==> src/rtl/arb_rr_ctrl_if.sv <==
// arb_rr_ctrl_if: request/grant bundle between requesting agents (master) and the arbiter (slave).
interface arb_rr_ctrl_if #(parameter int N = 2);
  localparam int W = (N > 1) ? $clog2(N) : 1;
  logic [N-1:0] request;
  logic [N-1:0] grant;
  logic         busy;
  logic [W-1:0] owner;
  modport master (output request, input grant, busy, owner);
  modport slave  (input request, output grant, busy, owner);
endinterface

==> src/rtl/arb_rr_ctrl.sv <==
// arb_rr_ctrl: round-robin arbiter with registered one-hot grant and persistent ownership.
// Define ARB_RR_HOLD_LIMIT_EN to force rotation after MAX_HOLD owned cycles.
module arb_rr_ctrl #(
  parameter int N        = 2,
  parameter int MAX_HOLD = 8
) (
  input  logic         clk,
  input  logic         reset,
  arb_rr_ctrl_if.slave bus
);
  localparam int W = (N > 1) ? $clog2(N) : 1;
  typedef enum logic {IDLE, OWNED} state_e;
  if (N < 2 || N > 16 || MAX_HOLD < 1 || MAX_HOLD > 255) begin : g_bad_param
    $error("arb_rr_ctrl: N or MAX_HOLD out of range");
  end
  state_e       state_q, state_d;
  logic [N-1:0] grant_q, grant_d, req_m;
  logic [W-1:0] owner_q, owner_d, ptr_q, ptr_d, win;
  logic         busy_q, busy_d, found, keep, force_rot;
`ifdef ARB_RR_HOLD_LIMIT_EN
  logic [7:0] hold_q, hold_d;
  assign force_rot = hold_q == 8'(MAX_HOLD) && |(bus.request & ~grant_q);
  always_comb begin
    hold_d = keep ? ((hold_q == 8'(MAX_HOLD)) ? hold_q : hold_q + 8'd1) : found ? 8'd1 : hold_q;
  end
  always_ff @(posedge clk or negedge reset) begin
    if (!reset) hold_q <= '0;
    else        hold_q <= hold_d;
  end
`else
  assign force_rot = 1'b0;
`endif
  // The owner is masked out so a forced rotation can only pick someone else.
  always_comb begin
    req_m = bus.request & ~grant_q;
    found = 1'b0;
    win   = '0;
    for (int i = N - 1; i >= 0; i--) begin
      if (req_m[(int'(ptr_q) + i) % N]) begin
        found = 1'b1;
        win   = W'((int'(ptr_q) + i) % N);
      end
    end
  end
  always_ff @(posedge clk or negedge reset) begin
    if (!reset) begin
      state_q <= IDLE;
      ptr_q   <= '0;
      grant_q <= '0;
      owner_q <= '0;
      busy_q  <= 1'b0;
    end else begin
      state_q <= state_d;
      ptr_q   <= ptr_d;
      grant_q <= grant_d;
      owner_q <= owner_d;
      busy_q  <= busy_d;
    end
  end
  always_comb begin
    keep    = state_q == OWNED && |(bus.request & grant_q) && !force_rot;
    state_d = (keep || found) ? OWNED : IDLE;
    ptr_d   = (!keep && found) ? ((int'(win) == N - 1) ? '0 : win + W'(1)) : ptr_q;
  end
  always_comb begin
    grant_d = (state_d == IDLE) ? '0 : keep ? grant_q : N'(1) << win;
    owner_d = (keep || !found) ? owner_q : win;
    busy_d  = state_d == OWNED;
  end
  assign bus.grant = grant_q;
  assign bus.owner = owner_q;
  assign bus.busy  = busy_q;
endmodule

==> src/flat_wrapper.sv <==
// flat-port wrapper written by rule: the top's interface ports become plain ports
module arb_rr_ctrl_flat 
#(
  parameter int N        = 2,
  parameter int MAX_HOLD = 8
)
  (clk, reset, bus_request, bus_grant, bus_busy, bus_owner);
  arb_rr_ctrl_if #(.N(N)) bus_i ();
  input  logic clk;
  input  logic reset;
  input wire logic [$bits(bus_i.request)-1:0] bus_request;
  output wire logic [$bits(bus_i.grant)-1:0] bus_grant;
  output wire logic [$bits(bus_i.busy)-1:0] bus_busy;
  output wire logic [$bits(bus_i.owner)-1:0] bus_owner;
  assign bus_i.request = bus_request;
  assign bus_grant = bus_i.grant;
  assign bus_busy = bus_i.busy;
  assign bus_owner = bus_i.owner;
  arb_rr_ctrl #(.N(N), .MAX_HOLD(MAX_HOLD)) u_core (.clk(clk), .reset(reset), .bus(bus_i));
endmodule
==> config.mk <==
export PLATFORM = sky130hd
export DESIGN_NAME = arb_rr_ctrl_flat
export DESIGN_NICKNAME = d
export VERILOG_FILES = /design/src/rtl/arb_rr_ctrl_if.sv /design/src/rtl/arb_rr_ctrl.sv /design/src/flat_wrapper.sv
export SDC_FILE = /design/constraint.sdc
export NUM_CORES = 1
export LEC_CHECK = 0
export ABC_CLOCK_PERIOD_IN_PS = 1150
export CAP_MARGIN = 20
export CORE_UTILIZATION = 24
export DETAILED_ROUTE_END_ITERATION = 8
export GPL_TIMING_DRIVEN = 0
export HOLD_SLACK_MARGIN = 0.12
export PLACE_DENSITY = 0.54
export SETUP_SLACK_MARGIN = 0.4
export SLEW_MARGIN = 20
export SYNTH_ARGS = -nofsm -noshare
export SYNTH_HDL_FRONTEND = slang
export SYNTH_SLANG_ARGS = --single-unit
==> constraint.sdc <==
create_clock -name clk -period 1.15 [get_ports clk]
set_input_delay 0.1725 -clock clk [delete_from_list [all_inputs] [get_ports clk]]
set_output_delay 0.1725 -clock clk [all_outputs]
set_load 0.01 [all_outputs]
==> flow_metrics.py, run 1 <==
metrics = {
    "finish": {
        "fin_nets": 59,
        "syn2layout_area_growth_pct": 58.6,
        "instances_no_fill": 68,
        "antenna_cells": 0,
        "drive_gt1_share_pct": 55.6,
    },
    "global_route": {
        "grt_overflow": 0,
        "grt_usage_pct": 15.8,
        "grt_pass1_vias": 362,
        "antenna_found_initial": 0,
        "grt_max_degree": 10,
        "grt_pass1_wl_mm": 1.53,
    },
    "worst_setup_path": {
        "path_cells": "buf_6 > and3_4 > a32o_1 > a21o_1",
        "cp.arrival_ns": 1.29,
        "endpoint_kind": "flip-flop",
        "crit_fanout": 8,
        "crit_family": "flip-flops",
        "start_kind": "flip-flop",
        "timing.critical_path.buf_inv": 1,
        "setup.worst_path.class": "flip-flop to flip-flop",
        "crit_slowest_cell": "dfrtp_2",
        "crit_required_ns": 1.29,
        "cp_slowest_stage_delay_ns": 0.40,
    },
    "timing": {
        "period_needed_ns": 1.15,
        "holdWs_ns": 0.141,
        "finalSetupViolCount": 1,
        "fmax_ghz": 0.869,
        "finalClockSkew_ns": 0.00542,
        "relSlewSlack_pct": 77.0,
        "finalHoldViolations": 0,
        "fin_ws_ns": -0.000175,
        "finalCritPeriodShare_pct": 100,
        "worstMarginPinSlew_ns": 0.345,
        "maxSlewViolCount": 0,
        "rsz0062_at_grt": "yes",
    },
    "clock_tree": {
        "cts_sinks": 5,
        "ctsLongestPathBuffers": 2,
        "clockRootBuffer": "clkbuf_4",
        "cts_buffers": 3,
        "cts_tree": "built",
        "insertion_delay_ns": 0.25,
        "h-tree-depth": 1,
        "path_clk_slew_ns": 0.05,
    },
    "yosys": {
        "yosysUniqueCellTypes": 23,
        "yosysSeqAreaShare_pct": 38.3,
        "synth_warnings": 0,
        "synth_nets": 40,
        "syn_area_um2": 327,
        "syn_area_per_cell_um2": 9.07,
        "synth_edf_count": 0,
        "yosys_most_used_dff": "dfrtp_1",
        "synthCells": 36,
        "synth_seq_cells": 5,
        "async_flop_share_pct": 100,
    },
    "place": {
        "hpwl_um": 567,
        "dp.cells": 56,
        "globalplace.congestion": 0.720,
        "io_buffers": 6,
        "place_ws_ns": -0.307,
    },
    "power_and_ir_drop": {
        "p_leak_nw": 0.231,
        "max-vdd-ir-drop_mv": 0.964,
        "clockPowerShare_pct": 15.4,
        "powerDensity_nw_per_um2": 2700,
        "p_int_mw": 0.887,
        "comb_power_share_pct": 60.3,
        "switching_share_pct": 36.6,
        "power.share.sequential_pct": 24.2,
        "switching_power_mw": 0.513,
        "p_total_mw": 1.40,
    },
    "min_path": {
        "hp-class": "input port to asynchronous set/reset pin",
    },
    "route": {
        "avgRoutedWirePerCell_um": 14.4,
        "first_iter_violations": 10,
        "drt_wl_total_um": 977,
        "dr.pass1.iters": 4,
        "via_per_inst": 5.34,
        "post-route-drc-count": 0,
        "vias": 363,
        "final_antenna_net_count": 0,
    },
    "floorplan": {
        "boundaryPins": 8,
        "start_util_pct": 27.5,
        "dieHeight_um": 38.9,
        "die_area_um2": 1510,
        "fp.coreArea_um2": 1190,
        "row_count": 12,
        "fp.dieW_um": 38.9,
    },
    "outcome": {
        "status": "finished with violations",
        "violations": "negative setup slack",
    },
    "job": {
        "cap_violations": 0,
    },
}
-- cells in the final DEF, fill, tap and decap left out --
cell type,Yosys,layout
buf_6,0,5
buf_4,0,5
clkbuf_4,0,3
buf_2,1,3
dfrtp_2,0,3
and2b_2,1,2
o21ai_0,5,2
nand2_1,2,2
o21bai_1,2,2
nor2b_1,2,2
o21ai_1,0,2
dfrtp_1,5,2
clkbuf_2,1,1
nor2_2,0,1
and2b_1,2,1
and3_4,0,1
a32o_1,1,1
a21o_1,1,1
o211ai_1,1,1
inv_2,1,1
o21ba_2,1,1
o21ai_2,0,1
nand3_1,1,1
a22oi_2,0,1
o31a_1,1,1
a31o_1,1,1
a21bo_2,1,1
a21oi_2,0,1
nand4b_1,1,1
a21oi_1,2,1
clkbuf_1,0,1
dlygate4sd2_1,0,1
clkdlybuf4s50_1,0,1
-- worst paths after layout --
check | cells after the start | slack [ns] | startpoint | to
setup / recovery | 4 | -0.0002 | u_core.bus.grant[1] | u_core.bus.grant[0]
max in group asynchronous | 1 | 0.79 | reset | u_core.ptr_q
min in group clk | 2 | 0.23 | bus_request[1] | u_core.ptr_q
hold reg to reg | 1 | 0.52 | u_core.bus.owner | u_core.bus.owner
hold / removal | 1 | 0.14 | reset | u_core.bus.owner
setup reg to reg | 4 | -0.0002 | u_core.bus.grant[1] | u_core.bus.grant[0]
-- flip-flops by register name, summed over array words and instances (netlist names) --
register and flops:
u_core.bus.grant 2, u_core.bus.owner 1, u_core.ptr_q 1, u_core.state_q 1
-- cells by family after synthesis --
group           synth area share, %
compound gates                 36.8
flops                          38.3
simple gates                   20.7
buf+inv                        4.21
-- cell type report --
cell class | count | area (um2)
well taps | 14 | 17.5
flip-flops and latches | 5 | 129
plain buffers | 2 | 16.3
clock buffers | 4 | 26.3
repair buffers | 14 | 116
fillers | 113 | 668
inverters | 1 | 3.75
multi-input cells | 28 | 209
-- power by group through the flow --
| stage | Combinational (mW) | Clock [mW] | Sequential (mW) |
|---|---|---|---|
| 6_report | 0.845 | 0.216 | 0.340 |
| 5_1_grt | 0.903 | 0.230 | 0.345 |
| 4_1_cts | 0.759 | 0.223 | 0.334 |
| 3_5_place_dp | 0.544 | 0 | 0.390 |
| 3_3_place_gp | 0.528 | 0 | 0.383 |
| 2_1_floorplan | 0.333 | 0 | 0.386 |
-- routing by layer --
metal | share of wire, % | GRT usage (%)
met5 | 0 | 0
met3 | 3.7 | 1.73
met4 | 3.0 | 15.5
met2 | 52 | 26.3
met1 | 41 | 16.8
-- synth_stat cells, drive strengths merged (2+ instances only) --
master  number  area share (%)
nand2        2             2.3
a21oi        2             3.1
and2b        3             7.3
o21ai        5             7.7
nor2b        2             3.8
dfrtp        5              38
o21bai       2             4.6
-- worst register-to-register path: stages, from the launching register on --
cell,delay [ns]
dfrtp_2,0.40
buf_6,0.14
and3_4,0.15
a32o_1,0.20
a21o_1,0.15
-- timing repair --
| action | in CTS | in global routing |
|---|---|---|
| setup buffers | 7 | 1 |
| pin swaps | 7 | 2 |
| hold buffers | 0 | 0 |
| resized for setup | 22 | 9 |
| setup endpoints to repair | 9 | 9 |
-- stage by stage --
stage / instance area (um2) / utilization, % / setup TNS [ns]
5_1_grt: 518 / 43.7 / -0.0498
2_1_floorplan: 340 / - / 0
3_5_place_dp: 418 / 35.2 / -0.862
4_1_cts: 497 / 41.9 / -0.00122
3_3_place_gp: 418 / 35.2 / -0.745
6_report: 518 / 43.7 / -0.000175
Power figures use the tool's default switching activity.
==> inputs of run 2 (changes only) <==
CORE_AREA = 2 2 39 41   (was default)
CORE_UTILIZATION = default   (was 24)
DIE_AREA = 0 0 41 43   (was default)
PLACE_DENSITY = 0.55   (was 0.54)
==> run 2 against run 1 <==
Effect of this change: the run still ends with negative setup slack left; clock skew rose by 0.0016 ns; design area did not move; cell count rose by 1.5%; clock power fell by 6%; total power fell by 0.71%; via count fell by 5.8%; critical path type unchanged.
==> flow_metrics.py, run 2 (synthesized netlist as in run 1, its figures left out) <==
metrics = {
    "timing": {
        "maxSlewViolCount": 0,
        "fin_ws_ns": -0.0376,
        "finalSetupViolCount": 3,
        "rsz0062_at_grt": "yes",
        "relSlewSlack_pct": 80.7,
        "finalCritPeriodShare_pct": 103,
        "finalHoldViolations": 0,
        "setup_tns_ns": -0.0649,
        "worstMarginPinSlew_ns": 0.289,
        "finalClockSkew_ns": 0.00702,
        "period_needed_ns": 1.19,
        "fmax_ghz": 0.842,
    },
    "floorplan": {
        "start_util_pct": 23.6,
        "row_count": 14,
        "boundaryPins": 8,
        "fp.coreArea_um2": 1380,
        "fp.dieW_um": 41,
        "dieHeight_um": 43,
        "die_area_um2": 1760,
    },
    "clock_tree": {
        "cts_buffers": 3,
        "clockRootBuffer": "clkbuf_4",
        "cts_tree": "built",
        "path_clk_slew_ns": 0.05,
        "insertion_delay_ns": 0.24,
        "h-tree-depth": 1,
        "cts_sinks": 5,
        "ctsLongestPathBuffers": 2,
        "hold_buffers": 0,
    },
    "place": {
        "hpwl_um": 535,
        "io_buffers": 6,
        "globalplace.congestion": 0.685,
    },
    "global_route": {
        "grt_pass1_vias": 294,
        "grt_overflow": 0,
        "grt_usage_pct": 11.8,
        "grt_max_degree": 11,
        "grt_pass1_wl_mm": 1.39,
        "antenna_found_initial": 0,
    },
    "finish": {
        "antenna_cells": 0,
        "fillers": 146,
        "syn2layout_area_growth_pct": 58.6,
        "largest_reg_flops": 2,
        "fin_nets": 58,
        "final_common_cell": "buf_6",
        "drive_gt1_share_pct": 50.9,
        "mostFrequentLayoutCells": "buf_6 (8), o21ai_0 (3), clkbuf_4 (3), dfrtp_2 (3)",
    },
    "route": {
        "drt_wl_total_um": 871,
        "post-route-drc-count": 0,
        "via_per_inst": 4.96,
        "dr.pass1.iters": 4,
        "first_iter_violations": 7,
        "final_antenna_net_count": 0,
        "avgRoutedWirePerCell_um": 12.6,
        "vias": 342,
    },
    "worst_setup_path": {
        "endpoint_kind": "flip-flop",
        "cp.arrival_ns": 1.31,
        "setup.worst_path.class": "flip-flop to flip-flop",
        "cp-startpoint": "u_core.bus.grant[1]",
        "start_kind": "flip-flop",
        "rr_startpoint": "u_core.bus.grant[1]",
        "crit_required_ns": 1.27,
        "crit_fanout": 7,
    },
    "outcome": {
        "violations": "negative setup slack",
        "status": "finished with violations",
    },
    "job": {
        "cap_violations": 0,
    },
    "power_and_ir_drop": {
        "p_total_mw": 1.39,
        "p_leak_nw": 0.230,
        "powerDensity_nw_per_um2": 2680,
        "max-vdd-ir-drop_mv": 0.815,
    },
    "min_path": {
        "hp-class": "input port to asynchronous set/reset pin",
    },
}
## run 2: changes by cell type in the layout (fill, tap and decap cells not counted)
cell     change
buf_2        -1
o21ai_0      +1
buf_6        +3
o21ai_1      -1
a22oi_2      -1
a21oi_1      +1
a21oi_2      -1
a22oi_1      +1
buf_4        -3
## run 2: critical path, stage by stage (launching register included)
cell and delay [ns]:
dfrtp_2 0.41, buf_6 0.13, and3_4 0.16, a32o_1 0.20, a21o_1 0.16
## run 2: per-stage QoR
| step | instances | instance area [um2] | hold slack [ns] | setup slack (ns) | utilization, % |
|---|---|---|---|---|---|
| 5_1_grt | 69 | 518 | 0.152 | -0.0889 | 37.4 |
| 6_report | 69 | 518 | 0.147 | -0.0376 | 37.4 |
| 3_3_place_gp | 58 | 420 | 0.404 | -0.298 | 30.4 |
| 2_1_floorplan | 36 | 340 | -0.123 | 0.0220 | - |
| 4_1_cts | 67 | 487 | 0.155 | -0.0412 | 35.2 |
| 3_5_place_dp | 58 | 420 | 0.411 | -0.311 | 30.4 |
## run 2: power breakdown
group	internal, mW	total (mW)	switching (mW)
registers	0.266	0.340	0.0735
clock network	0.131	0.203	0.0716
logic	0.506	0.848	0.342
## run 2: layout make-up
| class | instances | area, um2 | area share, % |
|---|---|---|---|
| Multi-Input combinational cell | 28 | 200 | 38.6 |
| Clock buffer | 4 | 26.3 | 5.07 |
| Sequential cell | 5 | 129 | 24.9 |
| Inverter | 1 | 3.75 | 0.725 |
| Timing Repair Buffer | 13 | 123 | 23.7 |
| Buffer | 2 | 16.3 | 3.14 |
| Tap cell | 16 | 20.0 | 3.86 |
## run 2: per-layer routing
layer  global-route usage, %  vias to the layer above  wire length (um)
met5                       0                        -                 0
met4                    4.00                        0                 0
met3                    4.71                        0                52
met2                    16.3                       10               426
met1                    16.2                      164               393
li1                        -                      168                 -
## run 2: worst paths after layout
check                      slack [ns]                  end  depth (start not counted)
max reg2reg                     -0.04  u_core.bus.grant[0]                          4
min in group clk                 0.23         u_core.ptr_q                          2
max in group asynchronous        0.79  u_core.bus.grant[0]                          1
min                              0.15     u_core.bus.owner                          1
min reg2reg                      0.49     u_core.bus.owner                          1
max                             -0.04  u_core.bus.grant[0]                          4
## run 2: what timing repair did
item / in CTS / in global routing
pin swaps: 4 / 0
setup buffers: 5 / 2
gates cloned: 0 / 0
resized for setup: 23 / 6
endpoints found under the setup margin: 9 / 9
